--- config.mk ---
export PLATFORM = sky130hd
export DESIGN_NAME = motion_mode_encoder_flat
export DESIGN_NICKNAME = d
export VERILOG_FILES = /design/src/rtl/motion_pkg.sv /design/src/rtl/motion_mode_encoder_if.sv /design/src/rtl/motion_classify.sv /design/src/rtl/motion_mode_encoder.sv /design/src/flat_wrapper.sv
export SDC_FILE = /design/constraint.sdc
export NUM_CORES = 1
export LEC_CHECK = 0
export CAP_MARGIN = 20
export CORE_MARGIN = 2
export CORE_UTILIZATION = 30
export DETAILED_ROUTE_END_ITERATION = 10
export PLACE_DENSITY = 0.51
export SLEW_MARGIN = 20
export SYNTH_ARGS = -nofsm -noshare
export SYNTH_HDL_FRONTEND = slang
export SYNTH_SLANG_ARGS = --single-unit
export TNS_END_PERCENT = 50
--- constraint.sdc ---
create_clock -name clk -period 2.95 [get_ports clk]
set_input_delay 0.295 -clock clk [delete_from_list [all_inputs] [get_ports clk]]
set_output_delay 0.295 -clock clk [all_outputs]
set_load 0.01 [all_outputs]
--- src/rtl/motion_pkg.sv ---
// Shared motion-mode codes, encoder FSM states and the wheel-command layout.
package motion_pkg;

    localparam int unsigned MOTCTL_W  = 8;
    localparam int unsigned MODE_W    = 3;
    localparam int unsigned CHG_CNT_W = 8;
    localparam int unsigned QCNT_W    = 4;
    localparam int unsigned STALE_W   = 26;

    typedef enum logic [MODE_W-1:0] {
        MODE_STOP     = 3'b000,
        MODE_RIGHT_1X = 3'b001,
        MODE_RIGHT_2X = 3'b010,
        MODE_LEFT_1X  = 3'b011,
        MODE_LEFT_2X  = 3'b100,
        MODE_FORWARD  = 3'b101,
        MODE_REVERSE  = 3'b110
    } motion_mode_e;

    typedef enum logic [1:0] {
        ST_IDLE    = 2'd0,
        ST_QUALIFY = 2'd1,
        ST_LOCKED  = 2'd2
    } enc_state_e;

    typedef struct packed {
        logic       l_dir;
        logic [2:0] l_spd;
        logic       r_dir;
        logic [2:0] r_spd;
    } motctl_t;

    // Signed wheel velocity: direction bit set means forward; zero speed is zero either way.
    function automatic logic signed [3:0] wheel_vel(input logic dir, input logic [2:0] spd);
        logic signed [3:0] mag;
        mag = $signed({1'b0, spd});
        return dir ? mag : -mag;
    endfunction

endpackage

--- src/rtl/motion_mode_encoder_if.sv ---
// Sample-strobe command input and committed-mode outputs of the motion mode encoder.
interface motion_mode_encoder_if;
    import motion_pkg::*;

    logic [MOTCTL_W-1:0]  motctl;
    logic                 upd_sysregs;
    logic [MODE_W-1:0]    motion_mode;
    logic                 mode_valid;
    logic                 mode_changed;
    logic [CHG_CNT_W-1:0] change_count;

    modport master (
        output motctl, upd_sysregs,
        input  motion_mode, mode_valid, mode_changed, change_count
    );

    modport slave (
        input  motctl, upd_sysregs,
        output motion_mode, mode_valid, mode_changed, change_count
    );

endinterface

--- src/rtl/motion_classify.sv ---
// Combinational classifier: wheel command to motion mode class.
module motion_classify
    import motion_pkg::*;
(
    input  logic [MOTCTL_W-1:0] motctl,
    output motion_mode_e        mode_class
);

    motctl_t           cmd;
    logic signed [3:0] vl;
    logic signed [3:0] vr;

    always_comb begin
        cmd = motctl_t'(motctl);
        vl  = wheel_vel(cmd.l_dir, cmd.l_spd);
        vr  = wheel_vel(cmd.r_dir, cmd.r_spd);
        mode_class = MODE_LEFT_1X;
        if (vl == 4'sd0 && vr == 4'sd0)       mode_class = MODE_STOP;
        else if (vl == vr && vl > 4'sd0)      mode_class = MODE_FORWARD;
        else if (vl == vr && vl < 4'sd0)      mode_class = MODE_REVERSE;
        else if (vl > 4'sd0 && vr < 4'sd0)    mode_class = MODE_RIGHT_2X;
        else if (vl < 4'sd0 && vr > 4'sd0)    mode_class = MODE_LEFT_2X;
        else if (vl > vr)                     mode_class = MODE_RIGHT_1X;
    end

endmodule

--- src/rtl/motion_mode_encoder.sv ---
// Debounced motion-mode encoder with stale-sample timeout.
// Optional MOTION_CHANGE_CNT_EN adds a saturating commit counter on change_count.
module motion_mode_encoder
    import motion_pkg::*;
#(
    parameter int unsigned         STABLE_CNT   = 3,
    parameter logic [STALE_W-1:0]  STALE_CYCLES = 26'd49_999_999
) (
    input  logic                  clk,
    input  logic                  reset,
    motion_mode_encoder_if.slave  bus
);

    localparam logic [QCNT_W-1:0]  STABLE_Q   = QCNT_W'(STABLE_CNT);
    localparam logic [STALE_W-1:0] STALE_TERM = STALE_CYCLES - STALE_W'(1);
    localparam bit                 ONE_SHOT   = (STABLE_CNT == 1);

    enc_state_e          state_q, state_d;
    motion_mode_e        cls;
    motion_mode_e        cand_q, cand_d;
    motion_mode_e        mode_q, mode_d;
    logic [QCNT_W-1:0]   cnt_q, cnt_d, cnt_inc;
    logic [STALE_W-1:0]  stale_q;
    logic                valid_q, valid_d;
    logic                changed_q, changed_d;
    logic                commit;
    logic                strobe;
    logic                timeout;

    motion_classify u_classify (
        .motctl     (bus.motctl),
        .mode_class (cls)
    );

    assign strobe  = bus.upd_sysregs;
    assign timeout = !strobe && (stale_q == STALE_TERM);
    assign cnt_inc = cnt_q + QCNT_W'(1);

    // Idle-clock counter; parks at the terminal value so a timeout fires once.
    always_ff @(posedge clk or posedge reset) begin
        if (reset)                        stale_q <= '0;
        else if (strobe)                  stale_q <= '0;
        else if (stale_q != STALE_CYCLES) stale_q <= stale_q + STALE_W'(1);
    end

    always_comb begin
        state_d   = state_q;
        cand_d    = cand_q;
        cnt_d     = cnt_q;
        mode_d    = mode_q;
        valid_d   = valid_q;
        changed_d = 1'b0;
        commit    = 1'b0;
        if (timeout) begin
            state_d = ST_IDLE;
            valid_d = 1'b0;
            mode_d  = MODE_STOP;
            cnt_d   = '0;
        end else if (strobe) begin
            unique case (state_q)
                ST_IDLE: begin
                    cand_d  = cls;
                    cnt_d   = QCNT_W'(1);
                    commit  = ONE_SHOT;
                    state_d = ST_QUALIFY;
                end
                ST_QUALIFY: begin
                    if (cls == cand_q) begin
                        cnt_d  = cnt_inc;
                        commit = (cnt_inc == STABLE_Q);
                    end else begin
                        cand_d = cls;
                        cnt_d  = QCNT_W'(1);
                        commit = ONE_SHOT;
                    end
                end
                ST_LOCKED: begin
                    // Committed mode and mode_valid hold while a new class qualifies.
                    if (cls != mode_q) begin
                        cand_d  = cls;
                        cnt_d   = QCNT_W'(1);
                        commit  = ONE_SHOT;
                        state_d = ST_QUALIFY;
                    end
                end
                default: state_d = ST_IDLE;
            endcase
            if (commit) begin
                state_d   = ST_LOCKED;
                mode_d    = cls;
                valid_d   = 1'b1;
                changed_d = (cls != mode_q) || !valid_q;
            end
        end
    end

    always_ff @(posedge clk or posedge reset) begin
        if (reset) begin
            state_q   <= ST_IDLE;
            cand_q    <= MODE_STOP;
            cnt_q     <= '0;
            mode_q    <= MODE_STOP;
            valid_q   <= 1'b0;
            changed_q <= 1'b0;
        end else begin
            state_q   <= state_d;
            cand_q    <= cand_d;
            cnt_q     <= cnt_d;
            mode_q    <= mode_d;
            valid_q   <= valid_d;
            changed_q <= changed_d;
        end
    end

    assign bus.motion_mode  = mode_q;
    assign bus.mode_valid   = valid_q;
    assign bus.mode_changed = changed_q;

`ifdef MOTION_CHANGE_CNT_EN
    logic [CHG_CNT_W-1:0] chg_cnt_q;

    always_ff @(posedge clk or posedge reset) begin
        if (reset)                                  chg_cnt_q <= '0;
        else if (changed_d && (chg_cnt_q != '1))    chg_cnt_q <= chg_cnt_q + CHG_CNT_W'(1);
    end

    assign bus.change_count = chg_cnt_q;
`else
    assign bus.change_count = '0;
`endif

endmodule

--- src/flat_wrapper.sv ---
// flat-port wrapper written by rule: the top's interface ports become plain ports
module motion_mode_encoder_flat import motion_pkg::*;
#(
    parameter int unsigned         STABLE_CNT   = 3,
    parameter logic [STALE_W-1:0]  STALE_CYCLES = 26'd49_999_999
)
  (clk, reset, bus_motctl, bus_upd_sysregs, bus_motion_mode, bus_mode_valid, bus_mode_changed, bus_change_count);
  motion_mode_encoder_if bus_i ();
  input  logic clk;
  input  logic reset;
  input wire logic [$bits(bus_i.motctl)-1:0] bus_motctl;
  input wire logic [$bits(bus_i.upd_sysregs)-1:0] bus_upd_sysregs;
  output wire logic [$bits(bus_i.motion_mode)-1:0] bus_motion_mode;
  output wire logic [$bits(bus_i.mode_valid)-1:0] bus_mode_valid;
  output wire logic [$bits(bus_i.mode_changed)-1:0] bus_mode_changed;
  output wire logic [$bits(bus_i.change_count)-1:0] bus_change_count;
  assign bus_i.motctl = bus_motctl;
  assign bus_i.upd_sysregs = bus_upd_sysregs;
  assign bus_motion_mode = bus_i.motion_mode;
  assign bus_mode_valid = bus_i.mode_valid;
  assign bus_mode_changed = bus_i.mode_changed;
  assign bus_change_count = bus_i.change_count;
  motion_mode_encoder #(.STABLE_CNT(STABLE_CNT), .STALE_CYCLES(STALE_CYCLES)) u_core (.clk(clk), .reset(reset), .bus(bus_i));
endmodule
After elaboration in Yosys (flattened, before gate mapping)
Index checks and enable logic that the tools add are counted.
{"block": "word_totals", "n_memories": 0, "elab_cells": 87, "latchBits": 0, "reg_bits": 40, "mem_bits_ro": 0, "in_bits": 11, "mem_bits_rw": 0}
{"block": "classes", "addsub": 4, "n_shift": 0, "n_reduce_logical": 21, "n_mux": 36, "bitwise_logic": 1, "n_mul": 0, "n_div": 0, "order_cmp": 5, "n_eq_ne": 13}
{"operator": "26-bit two-way mux", "n": 2}
{"operator": "3-bit two-way mux", "n": 10}
{"operator": "26-bit by 1-bit adder with 26-bit output, second input constant", "n": 1}
{"operator": "26-bit equality test, second input constant", "n": 1}
{"operator": "26-bit inequality test, second input constant", "n": 1}
{"operator": "4-bit two-way mux", "n": 6}
{"operator": "4-bit case mux with 3 select lines", "n": 1}
{"operator": "1-bit two-way mux", "n": 10}
{"operator": "2-bit two-way mux", "n": 5}
{"operator": "3-bit case mux with 3 select lines", "n": 1}
{"operator": "4-bit by 1-bit greater-than comparator with 1-bit output, second input constant", "n": 2}
{"operator": "4-bit zero test", "n": 2}
{"operator": "4-bit by 1-bit < comparator with 1-bit output, second input constant", "n": 2}
{"operator": "3-bit negator with 4-bit output", "n": 2}
{"operator": "1-bit logical AND", "n": 6}
{"operator": "3-bit by 1-bit inequality test with 1-bit output, second input constant", "n": 2}
{"operator": "2-bit case mux with 3 select lines", "n": 1}
{"operator": "3-bit AND reduction", "n": 2}
{"operator": "2-bit nonzero test", "n": 3}
{"operator": "5-bit AND reduction", "n": 1}
{"operator": "4-bit by 1-bit adder with 4-bit output, second input constant", "n": 1}
{"operator": "4-bit by 2-bit equality test with 1-bit output, second input constant", "n": 1}
{"operator": "4-bit equality test", "n": 1}
{"operator": "4-bit greater-than comparator", "n": 1}
{"operator": "other kinds (14)", "n": 15}

Logic depth before layout (Yosys ltp)
Gate-level depths: netlist of the first run.
{"block": "logic_depth", "ltp_word": 17, "mapped_depth": 13}

By module
From an unflattened synthesis of the first run, not the netlist that was laid out.
{"block": "hier_totals", "hier_cells": 291, "area_unflattened_um2": 2615.0}
{"mod": "motion_mode_encoder", "area_per_inst_um2": 2294.7, "cells_per_inst": 246, "n_inst": 1, "seq_area_each_um2": 1001.0}
{"mod": "motion_classify", "area_per_inst_um2": 320.3, "cells_per_inst": 45, "n_inst": 1, "seq_area_each_um2": 0.0}

Least setup slack after synthesis of the first run
Ideal clock, no wire load.
{"block": "synth_path", "path_type": "in2reg", "start": "input port bus_motctl[4]", "end": "register u_core.cnt_q[2]", "t_arrival_ns": 2.717, "path_stages": 12, "path_buffers": 0, "required_ns": 2.824, "setup_slack_ns": 0.107, "path_cell_list": "inv_1 -> ha_1 -> mux2_2 -> ha_1 -> nand4_1 -> o21ai_0 -> a31oi_1 -> a211oi_2 -> and3_4 -> o211a_1 -> and2_0 -> a221o_1"}
{"block": "synth_between", "elab_chain_len": 14, "elab_cells_between_ends": 26, "classes_between": "add/sub (1); order compare (3); eq/ne (4); mux (11); reduce/logical (7)"}
{"item": "from (decl)", "line_no": "flat_wrapper.sv:11", "text": "input wire logic [$bits(bus_i.motctl)-1:0] bus_motctl;"}
{"item": "3-bit negator with 4-bit output", "line_no": "motion_pkg.sv:37", "text": "return dir ? mag : -mag;"}
{"item": "4-bit two-way mux *", "line_no": "motion_pkg.sv:37"}
{"item": "4-bit greater-than comparator or 4-bit by 1-bit < comparator with 1-bit output (tied branches)", "line_no": "motion_classify.sv:23, motion_classify.sv:20, motion_classify.sv:22"}
{"item": "2-bit two-way mux or 1-bit logical AND (tied branches)", "line_no": "motion_classify.sv:23, motion_classify.sv:22"}
{"item": "3-bit two-way mux", "line_no": "motion_classify.sv:22", "text": "else if (vl < 4'sd0 && vr > 4'sd0) mode_class = MODE_LEFT_2X;"}
{"item": "3-bit two-way mux", "line_no": "motion_classify.sv:21", "text": "else if (vl > 4'sd0 && vr < 4'sd0) mode_class = MODE_RIGHT_2X;"}
{"item": "3-bit two-way mux", "line_no": "motion_classify.sv:20", "text": "else if (vl == vr && vl < 4'sd0) mode_class = MODE_REVERSE;"}
{"item": "3-bit two-way mux", "line_no": "motion_classify.sv:19", "text": "else if (vl == vr && vl > 4'sd0) mode_class = MODE_FORWARD;"}
{"item": "3-bit two-way mux *", "line_no": "motion_classify.sv:18", "text": "if (vl == 4'sd0 && vr == 4'sd0) mode_class = MODE_STOP;"}
{"item": "3-bit equality test", "line_no": "motion_mode_encoder.sv:68", "text": "if (cls == cand_q) begin"}
{"item": "4-bit two-way mux", "line_no": "motion_mode_encoder.sv:68"}
{"item": "4-bit case mux with 3 select lines", "line_no": "motion_mode_encoder.sv:60", "text": "unique case (state_q)"}
{"item": "4-bit two-way mux", "line_no": "motion_mode_encoder.sv:59", "text": "end else if (strobe) begin"}
{"item": "4-bit two-way mux", "line_no": "motion_mode_encoder.sv:54", "text": "if (timeout) begin"}
{"item": "to (signal assigned)", "line_no": "motion_mode_encoder.sv:108", "text": "cnt_q <= cnt_d;"}
{"item": "to (decl)", "line_no": "motion_mode_encoder.sv:22", "text": "logic [QCNT_W-1:0] cnt_q, cnt_d, cnt_inc;"}
Mark *: on every way between the ends. The rest lies on a longest branch, timed or not. The select of a mux whose other input is x is not followed.
A chain may end at the register's enable or synchronous reset.

Worst setup path in the final report of the first run
{"block": "layout_path", "start": "input port bus_motctl[2]", "end": "register u_core.state_q[0]"}
{"block": "layout_between", "elab_chain_len": 17, "elab_cells_between_ends": 30, "classes_between": "add/sub (1); order compare (3); eq/ne (5); mux (14); reduce/logical (7)"}
{"item": "3-bit negator with 4-bit output", "line_no": "motion_pkg.sv:37"}
{"item": "4-bit two-way mux *", "line_no": "motion_pkg.sv:37"}
{"item": "4-bit greater-than comparator or 4-bit by 1-bit greater-than comparator with 1-bit output (tied branches)", "line_no": "motion_classify.sv:23, motion_classify.sv:22"}
{"item": "2-bit two-way mux or 1-bit logical AND (tied branches)", "line_no": "motion_classify.sv:23, motion_classify.sv:22"}
{"item": "3-bit two-way mux", "line_no": "motion_classify.sv:22"}
{"item": "3-bit two-way mux", "line_no": "motion_classify.sv:21"}
{"item": "3-bit two-way mux", "line_no": "motion_classify.sv:20"}
{"item": "3-bit two-way mux", "line_no": "motion_classify.sv:19"}
{"item": "3-bit two-way mux *", "line_no": "motion_classify.sv:18"}
{"item": "3-bit equality test", "line_no": "motion_mode_encoder.sv:68"}
{"item": "1-bit two-way mux", "line_no": "motion_mode_encoder.sv:68"}
{"item": "1-bit two-way mux"}
{"item": "1-bit two-way mux", "line_no": "motion_mode_encoder.sv:59"}
{"item": "1-bit two-way mux", "line_no": "motion_mode_encoder.sv:54"}
{"item": "2-bit two-way mux", "line_no": "motion_mode_encoder.sv:88", "text": "if (commit) begin"}
{"item": "2-bit two-way mux", "line_no": "motion_mode_encoder.sv:59"}
{"item": "2-bit two-way mux", "line_no": "motion_mode_encoder.sv:54"}
{"item": "to (signal assigned)", "line_no": "motion_mode_encoder.sv:106", "text": "state_q <= state_d;"}
{"item": "to (decl)", "line_no": "motion_mode_encoder.sv:18", "text": "enc_state_e state_q, state_d;"}
Marked as above.

==> flow_summary.yaml, run 1 <==
cts:
  cts-root-buf: "clkbuf_8"
  cts_tree: "done"
  path_clk_slew_ns: 0.08
  cts_buffers: 5
  clk_latency_ns: 0.30
  htree_levels: 2
  clock-sinks: 40
  clock_path_buffers: 2
route:
  highest_layer: "met4"
  dr_wl_met2_mm: 2.660
  drc: 0
  vias: 2139
  wire_per_inst_um: 12.65
  wl_met3_um: 131
  routed_wl_mm: 5.640
  drtAntennaViolNets: 0
  dr.pass1.iters: 4
  vias_per_cell: 4.796
  drt_iter0_drc: 69
  wl_met1_mm: 2.824
layout:
  fin_area_um2: 3448
  diodes: 0
  drive_gt1_frac: 0.2633
  area_delta_synth_final_pct: 30.55
  final-instance-count-excl-fill: 446
  utilization: 0.3993
  fillers: 870
  regArea_um2: 1001
  multiInputGateArea_um2: 1703
  final_nets: 358
  final_common_cell: "dfrtp_1"
  most-common-layout-cells: "dfrtp_1, buf_4, nor2_1, nand2_1, inv_1"
die:
  num_rows: 34
  start_util: 0.3059
  core_um2: 8636
  pin_count: 24
  die_width_um: 97.83
  die-area_um2: 9571
  die_y_um: 97.83
power_and_ir_drop:
  power_density_nw_per_um2: 441.0
  leakagePower_nw: 1.502
  ir_worst_vdd_uv: 234.0
  p_total_mw: 1.521
grt:
  grt_start_max_net_pins: 41
  antenna_found_initial: 0
  grt_pass1_vias: 2080
  grt_usage: 0.1205
  globalRouteOverflowTotal: 0
  grt_first_pass_wirelength_mm: 9.701
timing:
  fmax_ghz: 0.3600
  finalCritPeriodShare: 0.9415
  setup_viol: 0
  tns_ns: 0
  min_period_ns: 2.778
  drv_slew: 0
  rsz0062_at_grt: "false"
  finalClockSkew_ns: 0.003481
  layout_setup_ws_ns: 0.1725
  tightest_slew_ns: 0.5867
  maxSlewHeadroom: 0.6053
  whs_ns: 0.4554
  hold_violations: 0
setup_path:
  timing.rr.end: "u_core.stale_q[17]"
  critPathRequiredTime_ns: 3.13
  crit_fanout: 7
  endpoint_kind: "register"
  r2r_setup_slack_ns: 0.53
  worst_setup_path_start_kind: "input port"
  r2r_cells: 8
  critPathKind: "input port to register"
  timing.rr.start: "u_core.stale_q[8]"
  critPathArrivalTime_ns: 2.96
synthesis:
  synth_area_per_cell_um2: 9.300
  yosys_warnings: 0
  ys_types: 61
  synth-seq-area-share: 0.3790
  synth-async-reset-ratio: 1.000
  synthFlopType: "dfrtp_1"
  synth_edf_count: 0
  syn_inst: 284
  synth-seq-cells: 40
  syn_area_um2: 2641
place:
  dp_slack_ns: -0.6242
  placed_area_um2: 3114
  dpl.cell_count: 434
  io_buffers: 15
  globalplace.congestion: 0.7705
  place_hpwl_mm: 4.052
run:
  drv_cap: 0
hold_path:
  hold_class: "input port to async pin"
status:
  status: "finished, final reports clean"
==> cells in the mapped netlist, types with 2 or more instances <==
library cell | n | area (um^2)
a221o_1 | 2 | 20.02
nor3_2 | 2 | 20.02
nor2_4 | 2 | 22.52
nand3b_1 | 2 | 15.01
o21ai_0 | 7 | 35.03
xnor2_1 | 8 | 70.07
nand3_1 | 12 | 60.06
dfrtp_1 | 40 | 1001
buf_4 | 8 | 60.06
nand4_2 | 2 | 25.02
or2_4 | 2 | 17.52
and3_1 | 4 | 25.02
clkbuf_1 | 3 | 11.26
nor4_1 | 2 | 12.51
nand4_1 | 11 | 68.82
nor3_1 | 9 | 45.04
ha_1 | 10 | 125.1
or3_1 | 5 | 31.28
a21oi_2 | 2 | 17.52
or4_1 | 2 | 15.01
nand2_1 | 20 | 75.07
nor2b_4 | 2 | 27.53
a211o_1 | 2 | 17.52
o21a_1 | 3 | 22.52
a211oi_1 | 3 | 22.52
inv_1 | 20 | 75.07
or2_2 | 3 | 18.77
a21oi_1 | 6 | 30.03
nor2_1 | 34 | 127.6
mux2i_1 | 7 | 70.07
xor2_1 | 16 | 140.1
o21ai_1 | 4 | 20.02
==> worst max-delay path by stage <==
| stage | start | endpoint | slack, ns | cells after the start |
|---|---|---|---|---|
| floorplan | bus_motctl[4] | u_core.cnt_q[2] | 0.11 | 12 |
| global placement | bus_motctl[4] | u_core.cnt_q[2] | -0.53 | 14 |
| detailed placement | bus_motctl[4] | u_core.cnt_q[2] | -0.62 | 13 |
| CTS | bus_motctl[1] | u_core.cand_q[0] | 0.00007 | 15 |
| global route | bus_motctl[2] | u_core.bus.motion_mode[2] | 0.02 | 13 |
| finish | bus_motctl[2] | u_core.state_q[0] | 0.17 | 13 |
==> repair_timing <==
item,CTS,global route
hold buffers,0,0
pin swaps,16,9
resized for setup,24,18
buffers inserted,2,2
setup endpoints to repair,14,14
==> cell families after synthesis <==
kind of cell | count (synthesis) | share of synthesized area
AOI/OAI and AO/OA | 46 | 0.1412
DFF | 40 | 0.3790
and+or+nand+nor | 123 | 0.2591
xor gates and xnor gates | 25 | 0.08574
buffers and inverters | 31 | 0.05542
muxes | 8 | 0.03079
adders and majority gates | 10 | 0.04737
other | 1 | 0.001420
==> cell type report <==
class / count / area share
clock buffer: 6 / 0.02104
clock inverter: 2 / 0.01016
inverter: 20 / 0.02177
multi-input combinational: 220 / 0.4938
sequential: 40 / 0.2903
tap: 108 / 0.03919
timing repair buffer: 50 / 0.1237
==> per-layer routing <==
metal  vias to the layer above  GRT usage
li1                       1092          -
met5                         -          0
met2                        19     0.1928
met4                         0    0.02137
met3                         4    0.03293
met1                      1024     0.1657
==> where the power goes <==
group          switching [mW]  internal [mW]  leakage [nW]
logic                   0.215          0.227         0.905
registers              0.0431          0.583         0.542
clock network           0.200          0.251        0.0552
==> flip-flops by register name, indices dropped and copies added, names as in the netlist <==
name,cells
u_core.bus.mode_changed,1
u_core.cand_q,3
u_core.bus.motion_mode,3
u_core.bus.mode_valid,1
u_core.cnt_q,4
u_core.state_q,2
u_core.stale_q,26
==> critical path, stage by stage <==
cell             delay [ns]
clkdlybuf4s50_1        0.47
buf_4                  0.18
xnor2_2                0.13
ha_1                   0.29
nand4_1                0.10
buf_6                  0.14
a211oi_2               0.07
a41o_1                 0.24
or2_4                  0.27
xnor2_4                0.20
o211a_1                0.19
nand3_1                0.08
a221o_1                0.30
Power figures use the tool's default switching activity.
==> inputs of run 2 (changes only) <==
==> constraint.sdc (replaced) <==
create_clock -name clk -period 3.5 [get_ports clk]
set_input_delay 0.35 -clock clk [delete_from_list [all_inputs] [get_ports clk]]
set_output_delay 0.35 -clock clk [all_outputs]
set_load 0.01 [all_outputs]
==> run 2 against run 1 <==
- critical endpoint is now u_core.cnt_q[2]
- global-route usage fell by 0.74 points
- combinational power fell by 34%
- count of clock-buffer cells in the layout did not move
==> flow_summary.yaml, run 2 (synthesized netlist as in run 1, its figures left out) <==
die:
  die_y_um: 97.83
  die_width_um: 97.83
  core_um2: 8636
  start_util: 0.3059
  num_rows: 34
  pin_count: 24
  die-area_um2: 9571
setup_path:
  cp_slowest_cell: "clkdlybuf4s50_1"
  critPathRequiredTime_ns: 3.68
  r2r_setup_slack_ns: 1.09
  critPathKind: "input port to register"
  path_cells: "clkdlybuf4s50_1 > inv_1 > ha_1 > mux2_2 > ha_1 > nand4_1 > buf_4 > o21ai_0 > a31oi_1 > a211oi_2 > and3_4 > o211a_1 > and2_0 > a221o_1"
  timing.rr.end: "u_core.stale_q[17]"
  r2r_cells: 8
  timing.rr.start: "u_core.stale_q[8]"
  crit_start: "bus_motctl[4]"
  path_common_cell: "ha_1"
  endpoint_kind: "register"
  cp_top_family: "compound AO/OA/AOI/OAI gates"
  endpoint: "u_core.cnt_q[2]"
  crit_path_max_incr_delay_ns: 0.48
  cp_num_buf_inv: 3
  cp.depth: 14
  critPathArrivalTime_ns: 3.44
  crit_fanout: 6
  worst_setup_path_start_kind: "input port"
layout:
  final_nets: 342
  diodes: 0
  fin_area_um2: 3117
  largest-register: "u_core.stale_q"
  most-common-layout-cells: "dfrtp_1, nor2_1, inv_1, nand2_1, buf_4"
  area_delta_synth_final_pct: 18.00
  drive_gt1_frac: 0.1646
  reg_top3: "u_core.stale_q (26), u_core.cnt_q (4)"
  fillers: 896
  utilization: 0.3609
  largest_reg_flops: 26
  final_common_cell: "dfrtp_1"
grt:
  grt_usage: 0.1131
  globalRouteOverflowTotal: 0
  grt_start_max_net_pins: 41
  antenna_found_initial: 0
  grt_first_pass_wirelength_mm: 9.121
  grt_pass1_vias: 1941
timing:
  hold_violations: 0
  min_period_ns: 3.263
  finalCritPeriodShare: 0.9324
  fmax_ghz: 0.3064
  rsz0062_at_grt: "false"
  maxSlewHeadroom: 0.6371
  tightest_slew_ns: 0.5393
  drv_slew: 0
  finalClockSkew_ns: 0.009118
  layout_setup_ws_ns: 0.2367
  setup_viol: 0
run:
  drv_cap: 0
power_and_ir_drop:
  p_total_mw: 1.145
  pwr-share-seq: 0.459
  clkPwrFrac: 0.285
  p_comb_frac: 0.256
  switching_share: 0.3079
  ir_worst_vdd_uv: 146.3
  power_density_nw_per_um2: 367.5
  intPower_mw: 0.7927
  switchingPower_mw: 0.3526
  leakagePower_nw: 1.350
route:
  vias_per_cell: 4.795
  drt_iter0_drc: 79
  drc: 0
  dr.pass1.iters: 4
  routed_wl_mm: 5.181
  wire_per_inst_um: 12.05
  vias: 2062
  drtAntennaViolNets: 0
place:
  dp_slack_ns: -0.04663
  globalplace.congestion: 0.7859
  place_hpwl_mm: 3.880
  placed_area_um2: 3024
  io_buffers: 15
cts:
  cts-root-buf: "clkbuf_8"
  clk_latency_ns: 0.29
  clock-sinks: 40
  cts_tree: "done"
  cts.repair.resized: 0
  cts_buffers: 5
  cts_setup_buffers: 0
  htree_levels: 2
  clock_path_buffers: 2
  path_clk_slew_ns: 0.08
  holdBufCountCts: 0
hold_path:
  hold_class: "input port to async pin"
status:
  status: "finished, final reports clean"
run 2: final cells by class:
| type | instances | area [um^2] | area share |
|---|---|---|---|
| clock buffer | 6 | 82.58 | 0.02650 |
| tap | 108 | 135.1 | 0.04336 |
| timing repair buffer | 34 | 292.8 | 0.09394 |
| clock inverter | 2 | 10.01 | 0.003212 |
| multi-input combinational | 220 | 1520 | 0.4878 |
| sequential | 40 | 1001 | 0.3212 |
| inverter | 20 | 75.07 | 0.02409 |
run 2: worst register-to-register path, stage by stage, from the launching register on:
cell	delay (ns)
dfrtp_1	0.43
or4_1	0.58
nor4_2	0.36
nand4_2	0.26
nand4_2	0.26
nor2_1	0.09
nand3_1	0.10
xor2_1	0.16
nor2_1	0.05
run 2: power groups by stage:
stage,Sequential [mW],Combinational [mW],Clock (mW)
2_1_floorplan,0.532,0.199,0
3_3_place_gp,0.535,0.295,0
3_5_place_dp,0.535,0.297,0
4_1_cts,0.526,0.298,0.339
5_1_grt,0.531,0.327,0.360
6_report,0.525,0.294,0.326
run 2: worst min-delay path by stage:
stage	cells after the start	start	to	slack [ns]
after floorplan	2	u_core.stale_q[22]	u_core.stale_q[22]	0.50
after global placement	1	u_core.bus.mode_valid	u_core.bus.mode_changed	0.52
after detailed placement	1	u_core.bus.mode_valid	u_core.bus.mode_changed	0.50
after CTS	1	u_core.bus.mode_valid	u_core.bus.mode_changed	0.52
after global routing	3	reset	u_core.stale_q[21]	0.55
final	3	reset	u_core.stale_q[21]	0.50
run 2: per-layer routing:
layer / wire length (um) / part of all wire / up-vias / GRT usage
met1: 2628 / 0.51 / 970 / 0.1628
met2: 2363 / 0.46 / 27 / 0.1765
met4: 40 / 0.0077 / 0 / 0.02244
met5: 0 / 0 / - / 0
li1: - / - / 1058 / -
met3: 149 / 0.029 / 7 / 0.02362
run 2: per-stage QoR:
stage               instances  hold slack [ns]  setup TNS [ns]
floorplan                 291           0.5049               0
global placement          422           0.5153               0
detailed placement        422           0.5039         -0.1412
CTS                       430           0.5157               0
global route              430           0.5473               0
finish                    430           0.5029               0
